<file path="config.mk">
export PLATFORM = sky130hd
export DESIGN_NAME = param_serial_alu_flat
export DESIGN_NICKNAME = d
export VERILOG_FILES = /design/src/rtl/param_serial_alu_pkg.sv /design/src/rtl/param_serial_alu_if.sv /design/src/rtl/param_serial_alu_nibble_add_sub.sv /design/src/rtl/param_serial_alu.sv /design/src/flat_wrapper.sv
export SDC_FILE = /design/constraint.sdc
export NUM_CORES = 1
export LEC_CHECK = 0
export ABC_AREA = 0
export CORE_MARGIN = 2
export CORE_UTILIZATION = 49
export CTS_CLUSTER_SIZE = 25
export DETAILED_ROUTE_END_ITERATION = 10
export PLACE_DENSITY = 0.78
export SYNTH_ARGS = -nofsm -noshare
export SYNTH_HDL_FRONTEND = slang
export SYNTH_SLANG_ARGS = --single-unit
</file>
<file path="constraint.sdc">
create_clock -name clk -period 3 [get_ports clk]
set_input_delay 0.3 -clock clk [delete_from_list [all_inputs] [get_ports clk]]
set_output_delay 0.3 -clock clk [all_outputs]
set_load 0.05 [all_outputs]
</file>
<file path="src/rtl/param_serial_alu_pkg.sv">
// Shared constants for the nibble-serial ALU: widths, op codes and FSM state encoding.
package param_SerialAluPkg;

    localparam int P_NBITS    = 4;
    localparam int C_NBEATS   = 8;
    localparam int C_BEATBITS = 3;
    localparam int C_OPBITS   = 3;

    // Operation encodings as seen on op_Xhl.
    localparam logic [C_OPBITS-1:0] OP_ADD = 3'd0;
    localparam logic [C_OPBITS-1:0] OP_SUB = 3'd1;
    localparam logic [C_OPBITS-1:0] OP_AND = 3'd2;
    localparam logic [C_OPBITS-1:0] OP_OR  = 3'd3;
    localparam logic [C_OPBITS-1:0] OP_XOR = 3'd4;
    localparam logic [C_OPBITS-1:0] OP_CMP = 3'd5;

    // FSM state encoding, kept as plain constants for compatibility with older blocks.
    localparam logic [1:0] ST_IDLE = 2'd0;
    localparam logic [1:0] ST_RUN  = 2'd1;
    localparam logic [1:0] ST_DONE = 2'd2;

    // SUB and CMP both run the adder with B inverted and carry-in seeded to 1.
    function automatic logic is_subtract(input logic [C_OPBITS-1:0] op);
        return (op == OP_SUB) || (op == OP_CMP);
    endfunction

endpackage

</file>
<file path="src/rtl/param_serial_alu_if.sv">
// Control/operand/result bundle between the PC stage, the serial ALU and its consumers.
interface param_serial_alu_if
    import param_SerialAluPkg::*;
#(
    parameter int P_NBITS = 4
);
    logic                 start_Xhl;
    logic [C_OPBITS-1:0]  op_Xhl;
    logic                 flush_Xhl;
    logic [P_NBITS-1:0]   a_in_Xhl;
    logic [P_NBITS-1:0]   b_in_Xhl;
    logic                 busy_Xhl;
    logic                 last_beat_Xhl;
    logic [P_NBITS-1:0]   alu_mux_out_Xhl;
    logic                 alu_valid_Xhl;
    logic                 done_Xhl;
    logic                 cmp_eq_Xhl;
    logic                 cmp_lt_Xhl;
    logic                 cmp_ltu_Xhl;

    modport master (
        output start_Xhl, op_Xhl, flush_Xhl, a_in_Xhl, b_in_Xhl,
        input  busy_Xhl, last_beat_Xhl, alu_mux_out_Xhl, alu_valid_Xhl,
               done_Xhl, cmp_eq_Xhl, cmp_lt_Xhl, cmp_ltu_Xhl
    );

    modport slave (
        input  start_Xhl, op_Xhl, flush_Xhl, a_in_Xhl, b_in_Xhl,
        output busy_Xhl, last_beat_Xhl, alu_mux_out_Xhl, alu_valid_Xhl,
               done_Xhl, cmp_eq_Xhl, cmp_lt_Xhl, cmp_ltu_Xhl
    );
endinterface

</file>
<file path="src/rtl/param_serial_alu_nibble_add_sub.sv">
// Combinational nibble adder with optional B inversion; one beat of the serial add/subtract chain.
module param_NibbleAddSub
    import param_SerialAluPkg::*;
#(
    parameter int P_NBITS = 4
) (
    input  logic [P_NBITS-1:0] a,
    input  logic [P_NBITS-1:0] b,
    input  logic               invert_b,
    input  logic               carry_in,
    output logic [P_NBITS-1:0] sum,
    output logic               carry_out
);
    logic [P_NBITS-1:0] b_eff;
    logic [P_NBITS:0]   total;

    assign b_eff = invert_b ? ~b : b;
    assign total = {1'b0, a} + {1'b0, b_eff} + {{P_NBITS{1'b0}}, carry_in};
    assign {carry_out, sum} = total;
endmodule

</file>
<file path="src/rtl/param_serial_alu.sv">
// Nibble-serial ALU: FSM, beat counter, carry chain, registered result nibble and compare flags.
module param_serial_alu #(
    parameter int P_NBITS = 4,
    parameter int XLEN    = 32
) (
    input  logic            clk,
    input  logic            reset_n,
    param_serial_alu_if.slave alu_if
);
    import param_SerialAluPkg::*;

    localparam int                   NBEATS    = XLEN / P_NBITS;
    localparam int                   BEAT_BITS = $clog2(NBEATS);
    localparam logic [BEAT_BITS-1:0] LAST_BEAT = BEAT_BITS'(NBEATS - 1);

    logic [1:0]           state_q;
    logic [C_OPBITS-1:0]  op_q;
    logic [BEAT_BITS-1:0] beat_q;
    logic                 carry_q;
    logic                 eq_acc_q;
    logic [P_NBITS-1:0]   result_q;
    logic                 valid_q;
    logic                 eq_q;
    logic                 lt_q;
    logic                 ltu_q;

    logic                 accept;
    logic                 in_run;
    logic                 advance;
    logic                 final_beat;
    logic                 op_is_sub;
    logic                 op_is_arith;
    logic                 nibble_eq;
    logic [P_NBITS-1:0]   sum;
    logic                 carry_out;
    logic [P_NBITS-1:0]   result_nx;

    // Start is only honoured when not mid-operation; flush beats the last beat.
    assign accept      = alu_if.start_Xhl && ((state_q == ST_IDLE) || (state_q == ST_DONE));
    assign in_run      = (state_q == ST_RUN);
    assign advance     = in_run && !alu_if.flush_Xhl;
    assign final_beat  = advance && (beat_q == LAST_BEAT);
    assign op_is_sub   = is_subtract(op_q);
    assign op_is_arith = (op_q == OP_ADD) || op_is_sub;
    assign nibble_eq   = (alu_if.a_in_Xhl == alu_if.b_in_Xhl);

    param_NibbleAddSub #(.P_NBITS(P_NBITS)) u_add_sub (
        .a         (alu_if.a_in_Xhl),
        .b         (alu_if.b_in_Xhl),
        .invert_b  (op_is_sub),
        .carry_in  (carry_q),
        .sum       (sum),
        .carry_out (carry_out)
    );

    // Select this beat's result nibble from the adder or the bitwise unit.
    always_comb begin
        // NOTE: default assignment first so every path drives result_nx and no latch is inferred.
        result_nx = sum;
        case (op_q)
            OP_AND:  result_nx = alu_if.a_in_Xhl & alu_if.b_in_Xhl;
            OP_OR:   result_nx = alu_if.a_in_Xhl | alu_if.b_in_Xhl;
            OP_XOR:  result_nx = alu_if.a_in_Xhl ^ alu_if.b_in_Xhl;
            default: result_nx = sum;
        endcase
    end

    // Control FSM: IDLE -> RUN -> DONE, with flush aborting RUN back to IDLE.
    always_ff @(posedge clk or negedge reset_n) begin
        if (!reset_n) begin
            // NOTE: non-blocking assignments in clocked blocks so every flop samples pre-edge values.
            state_q <= ST_IDLE;
        end else begin
            case (state_q)
                ST_IDLE: if (accept) state_q <= ST_RUN;
                ST_RUN: begin
                    if (alu_if.flush_Xhl)       state_q <= ST_IDLE;
                    else if (beat_q == LAST_BEAT) state_q <= ST_DONE;
                end
                ST_DONE: state_q <= accept ? ST_RUN : ST_IDLE;
                default: state_q <= ST_IDLE;
            endcase
        end
    end

    // Op latch, beat counter, carry chain and equality accumulator.
    always_ff @(posedge clk or negedge reset_n) begin
        if (!reset_n) begin
            op_q     <= OP_ADD;
            beat_q   <= '0;
            carry_q  <= 1'b0;
            eq_acc_q <= 1'b0;
        end else if (accept) begin
            op_q     <= alu_if.op_Xhl;
            beat_q   <= '0;
            carry_q  <= is_subtract(alu_if.op_Xhl);
            eq_acc_q <= 1'b1;
        end else if (advance) begin
            // Counter parks on the last beat; only a new start rewinds it.
            if (beat_q != LAST_BEAT) beat_q <= beat_q + BEAT_BITS'(1);
            if (op_is_arith)         carry_q <= carry_out;
            eq_acc_q <= eq_acc_q & nibble_eq;
        end
    end

    // Registered result nibble and its valid, one cycle behind the consumed beat.
    always_ff @(posedge clk or negedge reset_n) begin
        if (!reset_n) begin
            result_q <= '0;
            valid_q  <= 1'b0;
        end else begin
            valid_q <= advance;
            if (advance) result_q <= result_nx;
        end
    end

    // Compare flags update only on the final beat and otherwise hold across starts and flushes.
    always_ff @(posedge clk or negedge reset_n) begin
        if (!reset_n) begin
            eq_q  <= 1'b0;
            lt_q  <= 1'b0;
            ltu_q <= 1'b0;
        end else if (final_beat) begin
            eq_q  <= eq_acc_q & nibble_eq;
            ltu_q <= op_is_sub & ~carry_out;
            lt_q  <= op_is_sub &
                     ((alu_if.a_in_Xhl[P_NBITS-1] != alu_if.b_in_Xhl[P_NBITS-1])
                      ? alu_if.a_in_Xhl[P_NBITS-1] : sum[P_NBITS-1]);
        end
    end

    assign alu_if.busy_Xhl        = in_run;
    assign alu_if.last_beat_Xhl   = in_run && (beat_q == LAST_BEAT);
    assign alu_if.done_Xhl        = (state_q == ST_DONE);
    assign alu_if.alu_mux_out_Xhl = result_q;
    assign alu_if.alu_valid_Xhl   = valid_q;
    assign alu_if.cmp_eq_Xhl      = eq_q;
    assign alu_if.cmp_lt_Xhl      = lt_q;
    assign alu_if.cmp_ltu_Xhl     = ltu_q;
endmodule

</file>
<file path="src/flat_wrapper.sv">
// flat-port wrapper written by rule: the top's interface ports become plain ports
module param_serial_alu_flat import param_SerialAluPkg::*;
#(
    parameter int P_NBITS = 4,
    parameter int XLEN    = 32
)
  (clk, reset_n, alu_if_start_Xhl, alu_if_op_Xhl, alu_if_flush_Xhl, alu_if_a_in_Xhl, alu_if_b_in_Xhl, alu_if_busy_Xhl, alu_if_last_beat_Xhl, alu_if_alu_mux_out_Xhl, alu_if_alu_valid_Xhl, alu_if_done_Xhl, alu_if_cmp_eq_Xhl, alu_if_cmp_lt_Xhl, alu_if_cmp_ltu_Xhl);
  param_serial_alu_if #(.P_NBITS(P_NBITS)) alu_if_i ();
  input  logic clk;
  input  logic reset_n;
  input wire logic [$bits(alu_if_i.start_Xhl)-1:0] alu_if_start_Xhl;
  input wire logic [$bits(alu_if_i.op_Xhl)-1:0] alu_if_op_Xhl;
  input wire logic [$bits(alu_if_i.flush_Xhl)-1:0] alu_if_flush_Xhl;
  input wire logic [$bits(alu_if_i.a_in_Xhl)-1:0] alu_if_a_in_Xhl;
  input wire logic [$bits(alu_if_i.b_in_Xhl)-1:0] alu_if_b_in_Xhl;
  output wire logic [$bits(alu_if_i.busy_Xhl)-1:0] alu_if_busy_Xhl;
  output wire logic [$bits(alu_if_i.last_beat_Xhl)-1:0] alu_if_last_beat_Xhl;
  output wire logic [$bits(alu_if_i.alu_mux_out_Xhl)-1:0] alu_if_alu_mux_out_Xhl;
  output wire logic [$bits(alu_if_i.alu_valid_Xhl)-1:0] alu_if_alu_valid_Xhl;
  output wire logic [$bits(alu_if_i.done_Xhl)-1:0] alu_if_done_Xhl;
  output wire logic [$bits(alu_if_i.cmp_eq_Xhl)-1:0] alu_if_cmp_eq_Xhl;
  output wire logic [$bits(alu_if_i.cmp_lt_Xhl)-1:0] alu_if_cmp_lt_Xhl;
  output wire logic [$bits(alu_if_i.cmp_ltu_Xhl)-1:0] alu_if_cmp_ltu_Xhl;
  assign alu_if_i.start_Xhl = alu_if_start_Xhl;
  assign alu_if_i.op_Xhl = alu_if_op_Xhl;
  assign alu_if_i.flush_Xhl = alu_if_flush_Xhl;
  assign alu_if_i.a_in_Xhl = alu_if_a_in_Xhl;
  assign alu_if_i.b_in_Xhl = alu_if_b_in_Xhl;
  assign alu_if_busy_Xhl = alu_if_i.busy_Xhl;
  assign alu_if_last_beat_Xhl = alu_if_i.last_beat_Xhl;
  assign alu_if_alu_mux_out_Xhl = alu_if_i.alu_mux_out_Xhl;
  assign alu_if_alu_valid_Xhl = alu_if_i.alu_valid_Xhl;
  assign alu_if_done_Xhl = alu_if_i.done_Xhl;
  assign alu_if_cmp_eq_Xhl = alu_if_i.cmp_eq_Xhl;
  assign alu_if_cmp_lt_Xhl = alu_if_i.cmp_lt_Xhl;
  assign alu_if_cmp_ltu_Xhl = alu_if_i.cmp_ltu_Xhl;
  param_serial_alu #(.P_NBITS(P_NBITS), .XLEN(XLEN)) u_core (.clk(clk), .reset_n(reset_n), .alu_if(alu_if_i));
endmodule
</file>
==> summary.log, run 1 <==
[clock_network] number of sinks on the clock net 18
[global_routing] initial antenna violation count 0
[power_and_ir_drop] internal cell power 0.571 mW
[floorplan] Die Span X 53.2 um
[yosys] area share of the largest cell type after synthesis 37.9%
[placed_design] Routability Congestion 0.892
[route] WL met2 1250 um
[yosys] top flip-flop cell by instance count after synthesis sky130_fd_sc_hd__dfrtp_1
[sta] final critical-path required period 2.58 ns
[yosys] Warnings, synthesis 0
[global_routing] grt ovf 0
[yosys] most instantiated cells after synthesis sky130_fd_sc_hd__dfrtp_1 (18), sky130_fd_sc_hd__ha_1 (13), sky130_fd_sc_hd__inv_1 (12), sky130_fd_sc_hd__nand2_1 (10), sky130_fd_sc_hd__a21oi_1 (8)
[setup_path] dominant delay contributor by cell family on the critical path adder cells
[setup_path] WP depth 8
[route] first-iteration detailed-routing DRC count 5
[clock_network] Longest Clk Path Bufs 2
[placed_design] Detail Placement HPWL 1980 um
[final_layout] Layout fillers 193
[setup_path] startpoint kind of the worst setup timing path flip-flop
[sta] Worst Skew 0.000615 ns
[route] via count of the routed design 961
[floorplan] Die ar. 0.00283 sq mm
[clock_network] Clock Root Buffer sky130_fd_sc_hd__clkbuf_4
[power_and_ir_drop] share of total power in the clock network 15.0%
[global_routing] via count of the first global-routing pass 998
[yosys] Mapped Area 0.00119 sq mm
[floorplan] top-level port count 26
[setup_path] WS Path Type flip-flop to flip-flop
[setup_path] Arr. time, crit path 2.76 ns
[setup_path] path depth of the worst reg2reg path 8
[run] max-capacitance violation count 0
[power_and_ir_drop] Net Switching 0.387 mW
[clock_network] post-CTS setup repair buffer count 0
[floorplan] total core area 0.00225 sq mm
[yosys] Post-synth ARST share 100%
[power_and_ir_drop] reported leakage power 0.713 nW
[route] antenna viol nets, final 0
[placed_design] Port Buffers 25
[sta] slew margin rel. 48.7%
[global_routing] total track usage 20.5%
[setup_path] highest cell delay on the worst timing path 0.44 ns
[setup_path] crit path cell chain nand2b_1 -> xnor2_1 -> fa_1 -> fa_1 -> a21o_2 -> a21oi_1 -> and3_1 -> o31ai_1
[power_and_ir_drop] Power Dens Cells 636 mW/mm^2
[route] routed length per instance 13.7 um
[setup_path] Most common cell on crit path sky130_fd_sc_hd__fa_1
[route] via-per-instance ratio 5.43
[yosys] most common cell in the synthesized netlist sky130_fd_sc_hd__dfrtp_1
[floorplan] number of rows created at floorplan 17
[sta] transition time of the tightest slew-check pin 0.766 ns
[route] number of search-and-repair iterations in the first detailed-routing pass 4
[final_layout] Post-layout nets 180
[final_layout] area added between synthesis and finish 27.0%
[sta] setup TNS 0 ns
[yosys] most area-hungry cell type in the Yosys netlist sky130_fd_sc_hd__dfrtp_1
[floorplan] Die Y 53.2 um
[route] DR top layer met4
[min_path] HP Class input pin to asynchronous set/reset pin
[clock_network] cts hold-fix bufs 0
[final_layout] Core Util, Final 66.9%
[yosys] total nets after synthesis 152
[route] Final Routed Wirelength 2430 um
[run_status] outcome finished, final reports clean
[yosys] number of distinct library cells after synthesis 34
[placed_design] instance area at placement 0.00147 sq mm
[yosys] number of flip-flops and latches in the synthesized netlist 18
[setup_path] WP data required 3.18 ns
[clock_network] number of gates given a new drive strength after cts 0
[global_routing] global-route wire length before repair 4150 um
[clock_network] number of H-tree levels 1
[power_and_ir_drop] switching part of the total 40.4%
[clock_network] Skew-Pair Late Insertion Delay 0.28 ns
[setup_path] slowest stage cell on the critical path sky130_fd_sc_hd__dfrtp_1
[power_and_ir_drop] PnR Total Power 0.959 mW
[power_and_ir_drop] relative contribution of combinational cells to total power 49.8%
[sta] final hold violations 0
[sta] final setup violation count 0
[final_layout] Ant. Diodes 0
[yosys] Avg Cell Area, Syn 9.73 sq um
[yosys] number of enable-type register cells in the synthesized netlist 0
[yosys] synthesized instance count 122
[setup_path] kind of end point of the critical path flip-flop
[global_routing] largest net degree at the start of global routing 19
[route] routed length on met1 1040 um
[clock_network] clock tree from TritonCTS done
[clock_network] clock slew at the register clock pins of the worst setup and hold paths 0.10 ns
[route] DRC 0
[route] total length of routed met3 wires 81 um
[final_layout] total non-filler cell area in the finished layout 0.00151 sq mm
[clock_network] number of buffers created by CTS 3
[power_and_ir_drop] proportion of power drawn by flip-flops and latches 35.2%
[setup_path] Bufs and invs on worst path 0
[floorplan] Starting Density 52.7%
[sta] Hold Slack 0.456 ns
[sta] fmax 0.387 GHz
[sta] final critical-path share of the clock period 86.1%
[final_layout] fraction of final layout cells sized beyond drive strength 1 10.7%
[sta] unrepaired setup endpoints after global routing false
[setup_path] peak fanout along the critical path 5
[power_and_ir_drop] VDD IR max 0.000391 V
[sta] fin. max-slew vios 0
[yosys] cell types with the largest area share after synthesis sky130_fd_sc_hd__dfrtp_1 (38%), sky130_fd_sc_hd__ha_1 (14%), sky130_fd_sc_hd__inv_1 (3.8%), sky130_fd_sc_hd__xnor2_1 (3.7%), sky130_fd_sc_hd__a21oi_1 (3.4%)
[yosys] sequential element share of the synthesized area 37.9%
-- per-stage QoR --
step           setup WS (ns)  instances
2_1_floorplan          0.630        122
3_3_place_gp           0.513        173
3_5_place_dp           0.413        173
4_1_cts                0.423        177
5_1_grt                0.313        177
6_report               0.417        177
-- cell usage in the layout, fill, tap and decap left out, types with 5 or more instances in the layout --
master and instances:
sky130_fd_sc_hd__clkdlybuf4s50_1 25, sky130_fd_sc_hd__o21ai_0 7, sky130_fd_sc_hd__nand2_1 10, sky130_fd_sc_hd__inv_1 12, sky130_fd_sc_hd__dfrtp_1 18, sky130_fd_sc_hd__ha_1 13
sky130_fd_sc_hd__a21oi_1 8, sky130_fd_sc_hd__xnor2_1 5, sky130_fd_sc_hd__nor2_1 5
-- cell type report --
type / count / area [sq um] / area share, %
multi-input cells: 88 / 676 / 44.8
flip-flops and latches: 18 / 450 / 29.9
repair buffers: 27 / 265 / 17.6
inverters: 12 / 45.0 / 2.99
clock buffers: 4 / 36.3 / 2.41
well taps: 28 / 35.0 / 2.32
-- registers in the layout, indices dropped and copies added (netlist names) --
register,cells
u_core.alu_if.alu_valid_Xhl,1
u_core.state_q,2
u_core.eq_acc_q,1
u_core.op_q,3
u_core.carry_q,1
u_core.alu_if.cmp_eq_Xhl,1
u_core.beat_q,3
u_core.alu_if.alu_mux_out_Xhl,4
u_core.alu_if.cmp_lt_Xhl,1
u_core.alu_if.cmp_ltu_Xhl,1
-- per-layer routing --
metal	vias to the layer above	global-route usage, %
met1	453	22.3
met2	25	38.7
li1	476	-
met5	-	0
met4	0	8.97
met3	7	2.54
-- logic make-up after synthesis --
family                     synth area share [%]
AOI/OAI and AO/OA                          15.9
muxes                                      2.84
adders and majority gates                  17.1
xor gates and xnor gates                   4.43
and+or+nand+nor                            16.6
DFF                                        37.9
buffers and inverters                      5.16
-- path summary, 6_finish.rpt --
kind / endpoint / start / slack [ns]
setup reg to reg: u_core.carry_q / u_core.op_q[1] / 0.42
hold reg to reg: u_core.alu_if.cmp_eq_Xhl / u_core.alu_if.cmp_eq_Xhl / 0.49
setup / recovery: u_core.carry_q / u_core.op_q[1] / 0.42
max in group asynchronous: u_core.alu_if.alu_mux_out_Xhl[3] / reset_n / 2.07
hold / removal: u_core.beat_q[0] / reset_n / 0.46
min in group clk: u_core.alu_if.cmp_eq_Xhl / u_core.alu_if.cmp_eq_Xhl / 0.49
-- power by group through the flow --
stage                     Combinational (mW)  Clock [mW]  Sequential [mW]
after floorplan                        0.231           0            0.432
after global placement                 0.458           0            0.338
after detailed placement               0.477           0            0.342
after CTS                              0.479       0.148            0.338
after global routing                   0.522       0.161            0.344
final                                  0.478       0.144            0.337
No activity file was read; power rests on OpenSTA's default activity.
==> inputs of run 2 (changes only) <==
--- a/config.mk
+++ b/config.mk
@@ -10,7 +10,8 @@
 export CORE_UTILIZATION = 49
 export CTS_CLUSTER_SIZE = 25
 export DETAILED_ROUTE_END_ITERATION = 10
-export PLACE_DENSITY = 0.78
+export DONT_BUFFER_PORTS = 1
+export RECOVER_POWER = 25
 export SYNTH_ARGS = -nofsm -noshare
 export SYNTH_HDL_FRONTEND = slang
 export SYNTH_SLANG_ARGS = --single-unit
==> run 2 against run 1 <==
  * Fmax increased by 0.80%
  * Flip-flop and latch count unchanged
  * Total power decreased by 12%
  * Worst hold slack got worse by 0.30 ns
  * Largest cell class unchanged
  * Worst setup slack improved by 0.020 ns
  * Global-route usage decreased by 0.76 points
==> summary.log, run 2 (synthesis gave the netlist of run 1 again) <==
[final_layout] most common cell after layout, fill and taps aside sky130_fd_sc_hd__dfrtp_1 [was sky130_fd_sc_hd__clkdlybuf4s50_1]
[route] routed length per instance 14.9 um [was 13.7 um]
[clock_network] number of H-tree levels 1 [unchanged]
[final_layout] Post-layout nets 156 [was 180]
[final_layout] total non-filler cell area in the finished layout 0.00125 sq mm [was 0.00151 sq mm]
[min_path] HP Class input pin to flip-flop [was input pin to asynchronous set/reset pin]
[sta] transition time of the tightest slew-check pin 0.943 ns [was 0.766 ns]
[setup_path] setup slack of the worst register-to-register path 0.44 ns [was 0.42 ns]
[global_routing] busiest metal layer after global routing met2 [unchanged]
[global_routing] largest net degree at the start of global routing 19 [unchanged]
[power_and_ir_drop] Net Switching 0.361 mW [was 0.387 mW]
[power_and_ir_drop] proportion of power drawn by flip-flops and latches 52.2% [was 35.2%]
[run] max-capacitance violation count 0 [unchanged]
[setup_path] startpoint kind of the worst setup timing path flip-flop [unchanged]
[sta] final hold violations 0 [unchanged]
[floorplan] Starting Density 52.7% [unchanged]
[route] Final Routed Wirelength 2270 um [was 2430 um]
[sta] final critical-path share of the clock period 85.4% [was 86.1%]
[power_and_ir_drop] switching part of the total 43.1% [was 40.4%]
[setup_path] worst reg2reg path startpoint u_core.op_q[1] [unchanged]
[sta] fin. max-slew vios 0 [unchanged]
[placed_design] cell count after placement 148 [was 173]
[sta] final setup violation count 0 [unchanged]
[global_routing] global-route wire length before repair 3960 um [was 4150 um]
[sta] unrepaired setup endpoints after global routing false [unchanged]
[final_layout] commonest cells after routing, fill and taps aside sky130_fd_sc_hd__dfrtp_1 (18), sky130_fd_sc_hd__ha_1 (13), sky130_fd_sc_hd__inv_1 (12) [was sky130_fd_sc_hd__clkdlybuf4s50_1 (25), sky130_fd_sc_hd__dfrtp_1 (18), sky130_fd_sc_hd__ha_1 (13)]
[clock_network] clock tree from TritonCTS done [unchanged]
[global_routing] initial antenna violation count 0 [unchanged]
[floorplan] Die ar. 0.00283 sq mm [unchanged]
[clock_network] clock slew at the register clock pins of the worst setup and hold paths 0.09 ns [was 0.10 ns]
[final_layout] flip-flop count of the largest register, all copies and words added 4 [unchanged]
[setup_path] path depth of the worst reg2reg path 8 [unchanged]
[floorplan] number of rows created at floorplan 17 [unchanged]
[route] via-per-instance ratio 5.54 [was 5.43]
[power_and_ir_drop] internal cell power 0.478 mW [was 0.571 mW]
[sta] Hold Slack 0.160 ns [was 0.456 ns]
[final_layout] Ant. Diodes 0 [unchanged]
[placed_design] Post-Place Worst Slack 0.464 ns [was 0.413 ns]
[global_routing] via count of the first global-routing pass 873 [was 998]
[route] number of search-and-repair iterations in the first detailed-routing pass 4 [unchanged]
[global_routing] GR Util met2 35.0% [was 38.7%]
[placed_design] Routability Congestion 0.866 [was 0.892]
[final_layout] area added between synthesis and finish 5.58% [was 27.0%]
[placed_design] Port Buffers 0 [was 25]
[sta] setup TNS 0 ns [unchanged]
[route] DRC 0 [unchanged]
[setup_path] WP data required 3.15 ns [was 3.18 ns]
[clock_network] Skew-Pair Late Insertion Delay 0.28 ns [about the same]
[final_layout] Sequential cell area 450 sq um [unchanged]
[final_layout] Finished Layout Cells 152 [was 177]
[power_and_ir_drop] Power Dens Cells 669 mW/mm^2 [was 636 mW/mm^2]
[final_layout] Core Util, Final 55.6% [was 66.9%]
[clock_network] post-CTS setup repair buffer count 0 [unchanged]
[route] first-iteration detailed-routing DRC count 18 [was 5]
[clock_network] number of buffers created by CTS 3 [unchanged]
[global_routing] met3 layer usage reported by global route 3.67% [was 2.54%]
[sta] fmax 0.390 GHz [was 0.387 GHz]
[power_and_ir_drop] reported leakage power 0.615 nW [was 0.713 nW]
[sta] worst setup margin 0.438 ns [was 0.417 ns]
[clock_network] Clock Root Buffer sky130_fd_sc_hd__clkbuf_4 [unchanged]
[clock_network] number of gates given a new drive strength after cts 0 [unchanged]
[setup_path] peak fanout along the critical path 5 [unchanged]
[setup_path] end of the worst register-to-register path u_core.carry_q [unchanged]
[final_layout] Layout fillers 209 [was 193]
[sta] final critical-path required period 2.56 ns [was 2.58 ns]
[setup_path] kind of end point of the critical path flip-flop [unchanged]
[run_status] outcome finished, final reports clean [unchanged]
[placed_design] Detail Placement HPWL 1870 um [was 1980 um]
[setup_path] WS Path Type flip-flop to flip-flop [unchanged]
[floorplan] Die Y 53.2 um [unchanged]
[sta] Worst Skew 0.00103 ns [was 0.000615 ns]
[power_and_ir_drop] relative contribution of combinational cells to total power 34.2% [was 49.8%]
[route] antenna viol nets, final 0 [unchanged]
[route] via count of the routed design 842 [was 961]
[clock_network] Longest Clk Path Bufs 2 [unchanged]
[sta] slew margin rel. 37.0% [was 48.7%]
[floorplan] Die Span X 53.2 um [unchanged]
[floorplan] total core area 0.00225 sq mm [unchanged]
[final_layout] combined area of the multi-input logic cells 676 sq um [unchanged]
[global_routing] grt ovf 0 [unchanged]
[clock_network] number of sinks on the clock net 18 [unchanged]
[setup_path] Arr. time, crit path 2.71 ns [was 2.76 ns]
[power_and_ir_drop] share of total power in the clock network 13.6% [was 15.0%]
[floorplan] top-level port count 26 [unchanged]
[global_routing] total track usage 19.7% [was 20.5%]
[min_path] worst hold path startpoint alu_if_op_Xhl[0]
[min_path] WHS Endpoint u_core.op_q[0]
[global_routing] fraction of met1 tracks used by global routing 23.0% [was 22.3%]
[min_path] number of stages on the worst hold path 1
[power_and_ir_drop] PnR Total Power 0.839 mW [was 0.959 mW]
[final_layout] fraction of final layout cells sized beyond drive strength 1 12.1% [was 10.7%]
[power_and_ir_drop] VDD IR max 0.000293 V [was 0.000391 V]
[placed_design] instance area at placement 0.00122 sq mm [was 0.00147 sq mm]
==> run 2: changes by cell type in the layout (fill, tap and decap cells not counted) <==
cell / delta
sky130_fd_sc_hd__clkbuf_8: -1
sky130_fd_sc_hd__clkdlybuf4s50_1: -25
sky130_fd_sc_hd__dlygate4sd3_1: +1
==> run 2: worst max-delay path by stage <==
stage | start | end | slack [ns] | cells past startpoint
3_5_place_dp | u_core.op_q[1] | u_core.carry_q | 0.46 | 8
2_1_floorplan | u_core.op_q[1] | u_core.carry_q | 0.63 | 9
4_1_cts | u_core.op_q[1] | u_core.carry_q | 0.43 | 8
3_3_place_gp | u_core.op_q[1] | u_core.carry_q | 0.53 | 8
6_report | u_core.op_q[1] | u_core.carry_q | 0.44 | 8
5_1_grt | u_core.op_q[1] | u_core.carry_q | 0.27 | 8
==> run 2: final cells by class <==
| cell class | instances | area share (%) |
|---|---|---|
| Multi-Input combinational cell | 88 | 53.9 |
| Sequential cell | 18 | 35.9 |
| Inverter | 12 | 3.59 |
| Tap cell | 28 | 2.79 |
| Timing Repair Buffer | 3 | 2.00 |
| Clock buffer | 3 | 1.80 |
==> run 2: power groups by stage <==
stage	Sequential (mW)	Combinational [mW]	Clock (mW)
after global placement	0.442	0.278	0
after CTS	0.440	0.292	0.119
final	0.438	0.287	0.114
after detailed placement	0.445	0.285	0
after global routing	0.451	0.331	0.131
after floorplan	0.432	0.231	0
==> run 2: repair_timing <==
item,4_1_cts,5_1_grt
endpoints found under the hold margin,18,0
setup endpoints to repair,0,0
hold buffers,1,0
==> run 2: metal layers <==
layer | up-vias | wire, um
met5 | - | 0
met4 | 0 | 19
met3 | 2 | 137
met2 | 24 | 1100
met1 | 394 | 1010
li1 | 422 | -
==> run 2: worst max-delay path: stages (launching register included) <==
cell                       delay, ns
sky130_fd_sc_hd__dfrtp_1        0.43
sky130_fd_sc_hd__nand2b_1       0.29
sky130_fd_sc_hd__xnor2_1        0.20
sky130_fd_sc_hd__fa_1           0.42
sky130_fd_sc_hd__fa_1           0.42
sky130_fd_sc_hd__a21o_2         0.23
sky130_fd_sc_hd__a21oi_1        0.18
sky130_fd_sc_hd__and3_1         0.18
sky130_fd_sc_hd__o31ai_1        0.07
==> inputs of run 3 (changes only) <==
--- a/config.mk
+++ b/config.mk
@@ -6,12 +6,17 @@
 export NUM_CORES = 1
 export LEC_CHECK = 0
 export ABC_AREA = 0
+export CAP_MARGIN = 5
+export CELL_PAD_IN_SITES_DETAIL_PLACEMENT = 2
+export CELL_PAD_IN_SITES_GLOBAL_PLACEMENT = 2
 export CORE_MARGIN = 2
-export CORE_UTILIZATION = 49
+export CORE_UTILIZATION = 38
 export CTS_CLUSTER_SIZE = 25
 export DETAILED_ROUTE_END_ITERATION = 10
 export DONT_BUFFER_PORTS = 1
+export PLACE_DENSITY_LB_ADDON = 0.1
 export RECOVER_POWER = 25
+export SKIP_LAST_GASP = 1
 export SYNTH_ARGS = -nofsm -noshare
 export SYNTH_HDL_FRONTEND = slang
 export SYNTH_SLANG_ARGS = --single-unit
==> run 3 against run 2 <==
  * Clock skew about the same
  * Fmax is 1.7% lower
  * Global-route usage decreased by 1.8 points
  * Worst hold slack worse by 0.0074 ns
  * Final area rose by 0.50%
  * Worst setup slack worse by 0.044 ns
==> summary.log, run 3 (synthesis gave the netlist of run 1 again) <==
[clock_network] number of H-tree levels 1 [unchanged]
[sta] setup TNS 0 ns [unchanged]
[final_layout] total non-filler cell area in the finished layout 0.00126 sq mm [was 0.00125 sq mm]
[sta] final setup violation count 0 [unchanged]
[sta] fmax 0.384 GHz [was 0.390 GHz]
[floorplan] top-level port count 26 [unchanged]
[placed_design] Port Buffers 0 [unchanged]
[final_layout] Ant. Diodes 0 [unchanged]
[sta] slew margin rel. 38.0% [was 37.0%]
[floorplan] Die Span X 59.9 um [was 53.2 um]
[clock_network] Skew-Pair Late Insertion Delay 0.29 ns [was 0.28 ns]
[floorplan] Starting Density 39.5% [was 52.7%]
[setup_path] startpoint kind of the worst setup timing path flip-flop [unchanged]
[final_layout] area added between synthesis and finish 6.11% [was 5.58%]
[power_and_ir_drop] VDD IR max 0.000171 V [was 0.000293 V]
[global_routing] via count of the first global-routing pass 972 [was 873]
[route] first-iteration detailed-routing DRC count 21 [was 18]
[clock_network] post-CTS setup repair buffer count 0 [unchanged]
[final_layout] Finished Layout Cells 157 [was 152]
[placed_design] cell count after placement 153 [was 148]
[clock_network] number of sinks on the clock net 18 [unchanged]
[final_layout] most common cell after layout, fill and taps aside sky130_fd_sc_hd__dfrtp_1 [unchanged]
[floorplan] Die Y 59.9 um [was 53.2 um]
[run_status] outcome finished, final reports clean [unchanged]
[clock_network] Longest Clk Path Bufs 2 [unchanged]
[min_path] HP Class input pin to flip-flop [unchanged]
[placed_design] instance area at placement 0.00123 sq mm [was 0.00122 sq mm]
[setup_path] Arr. time, crit path 2.76 ns [was 2.71 ns]
[route] number of search-and-repair iterations in the first detailed-routing pass 4 [unchanged]
[global_routing] initial antenna violation count 0 [unchanged]
[setup_path] WP data required 3.15 ns [about the same]
[sta] fin. max-slew vios 0 [unchanged]
[final_layout] commonest cells after routing, fill and taps aside sky130_fd_sc_hd__dfrtp_1 (18), sky130_fd_sc_hd__ha_1 (13), sky130_fd_sc_hd__inv_1 (12) [unchanged]
[sta] final critical-path required period 2.61 ns [was 2.56 ns]
[route] antenna viol nets, final 0 [unchanged]
[global_routing] largest net degree at the start of global routing 19 [unchanged]
[power_and_ir_drop] PnR Total Power 0.855 mW [was 0.839 mW]
[clock_network] clock slew at the register clock pins of the worst setup and hold paths 0.10 ns [was 0.09 ns]
[floorplan] Die ar. 0.00359 sq mm [was 0.00283 sq mm]
[final_layout] Sequential cell area 450 sq um [unchanged]
[final_layout] Post-layout nets 156 [unchanged]
[clock_network] number of buffers created by CTS 3 [unchanged]
[sta] final hold violations 0 [unchanged]
[placed_design] Routability Congestion 0.811 [was 0.866]
[route] via-per-instance ratio 5.52 [was 5.54]
[global_routing] total track usage 17.9% [was 19.7%]
[final_layout] fraction of final layout cells sized beyond drive strength 1 12.1% [unchanged]
[power_and_ir_drop] Power Dens Cells 679 mW/mm^2 [was 669 mW/mm^2]
[placed_design] Detail Placement HPWL 2290 um [was 1870 um]
[sta] Worst Skew 0.000937 ns [was 0.00103 ns]
[final_layout] combined area of the multi-input logic cells 676 sq um [unchanged]
[run] max-capacitance violation count 0 [unchanged]
[placed_design] Post-Place Worst Slack 0.402 ns [was 0.464 ns]
[global_routing] grt ovf 0 [unchanged]
[route] Final Routed Wirelength 2780 um [was 2270 um]
[floorplan] number of rows created at floorplan 20 [was 17]
[floorplan] total core area 0.00300 sq mm [was 0.00225 sq mm]
[setup_path] WS Path Type flip-flop to flip-flop [unchanged]
[route] via count of the routed design 866 [was 842]
[final_layout] flip-flop count of the largest register, all copies and words added 4 [unchanged]
[sta] unrepaired setup endpoints after global routing false [unchanged]
[clock_network] Clock Root Buffer sky130_fd_sc_hd__clkbuf_4 [unchanged]
[sta] transition time of the tightest slew-check pin 0.928 ns [was 0.943 ns]
[route] routed length per instance 17.7 um [was 14.9 um]
[clock_network] clock tree from TritonCTS done [unchanged]
[global_routing] global-route wire length before repair 4680 um [was 3960 um]
[power_and_ir_drop] reported leakage power 0.615 nW [unchanged]
[sta] worst setup margin 0.394 ns [was 0.438 ns]
[setup_path] peak fanout along the critical path 5 [unchanged]
[final_layout] Layout fillers 323 [was 209]
[setup_path] kind of end point of the critical path flip-flop [unchanged]
[route] DRC 0 [unchanged]
[sta] final critical-path share of the clock period 86.9% [was 85.4%]
run 3: cell counts in the layout (fill, tap and decap cells not counted):
No cell type changed its count.
run 3: worst paths after layout:
path	start	end	slack [ns]	cells past startpoint
setup / recovery	u_core.op_q[1]	u_core.carry_q	0.39	8
hold / removal	alu_if_op_Xhl[0]	u_core.op_q[0]	0.15	1
setup reg to reg	u_core.op_q[1]	u_core.carry_q	0.39	8
hold reg to reg	u_core.eq_acc_q	u_core.eq_acc_q	0.51	2
max in group asynchronous	reset_n	u_core.eq_acc_q	1.95	1
min in group asynchronous	reset_n	u_core.beat_q[1]	0.54	1
run 3: metal layers:
| layer | wire [um] | track usage [%] | up-vias |
|---|---|---|---|
| li1 | - | - | 420 |
| met1 | 1170 | 21.4 | 426 |
| met2 | 1490 | 31.8 | 16 |
| met3 | 65 | 1.52 | 4 |
| met4 | 53 | 8.57 | 0 |
| met5 | 0 | 0 | - |
run 3: power by group:
group	switching [mW]	internal (mW)	leakage (nW)
combinational	0.160	0.136	0.372
sequential	0.141	0.296	0.229
clock	0.0739	0.0467	0.0138
run 3: repair_timing:
| item | CTS | global route |
|---|---|---|
| gates resized for setup | 0 | 0 |
| hold buffers | 1 | 0 |
| hold endpoints to repair | 18 | 0 |
run 3: metrics by stage:
step                      hold WS [ns]  utilization, %
final                            0.153            42.0
after global routing             0.138            42.0
after CTS                        0.149            42.0
after detailed placement       0.00485            40.9
after global placement         0.00484            40.9
after floorplan                0.00441               -
run 3: area by class of cell:
type                       count  share of cell area, %
tap                           33                   3.28
sequential                    18                   35.7
multi-input combinational     88                   53.6
inverter                      12                   3.57
timing repair buffer           3                   1.99
clock buffer                   3                   1.79
run 3: worst max-delay path, stage by stage (launching register included):
cell,delay (ns)
sky130_fd_sc_hd__dfrtp_1,0.44
sky130_fd_sc_hd__nand2b_1,0.30
sky130_fd_sc_hd__xnor2_1,0.20
sky130_fd_sc_hd__fa_1,0.42
sky130_fd_sc_hd__fa_1,0.43
sky130_fd_sc_hd__a21o_2,0.23
sky130_fd_sc_hd__a21oi_1,0.18
sky130_fd_sc_hd__and3_1,0.19
sky130_fd_sc_hd__o31ai_1,0.07
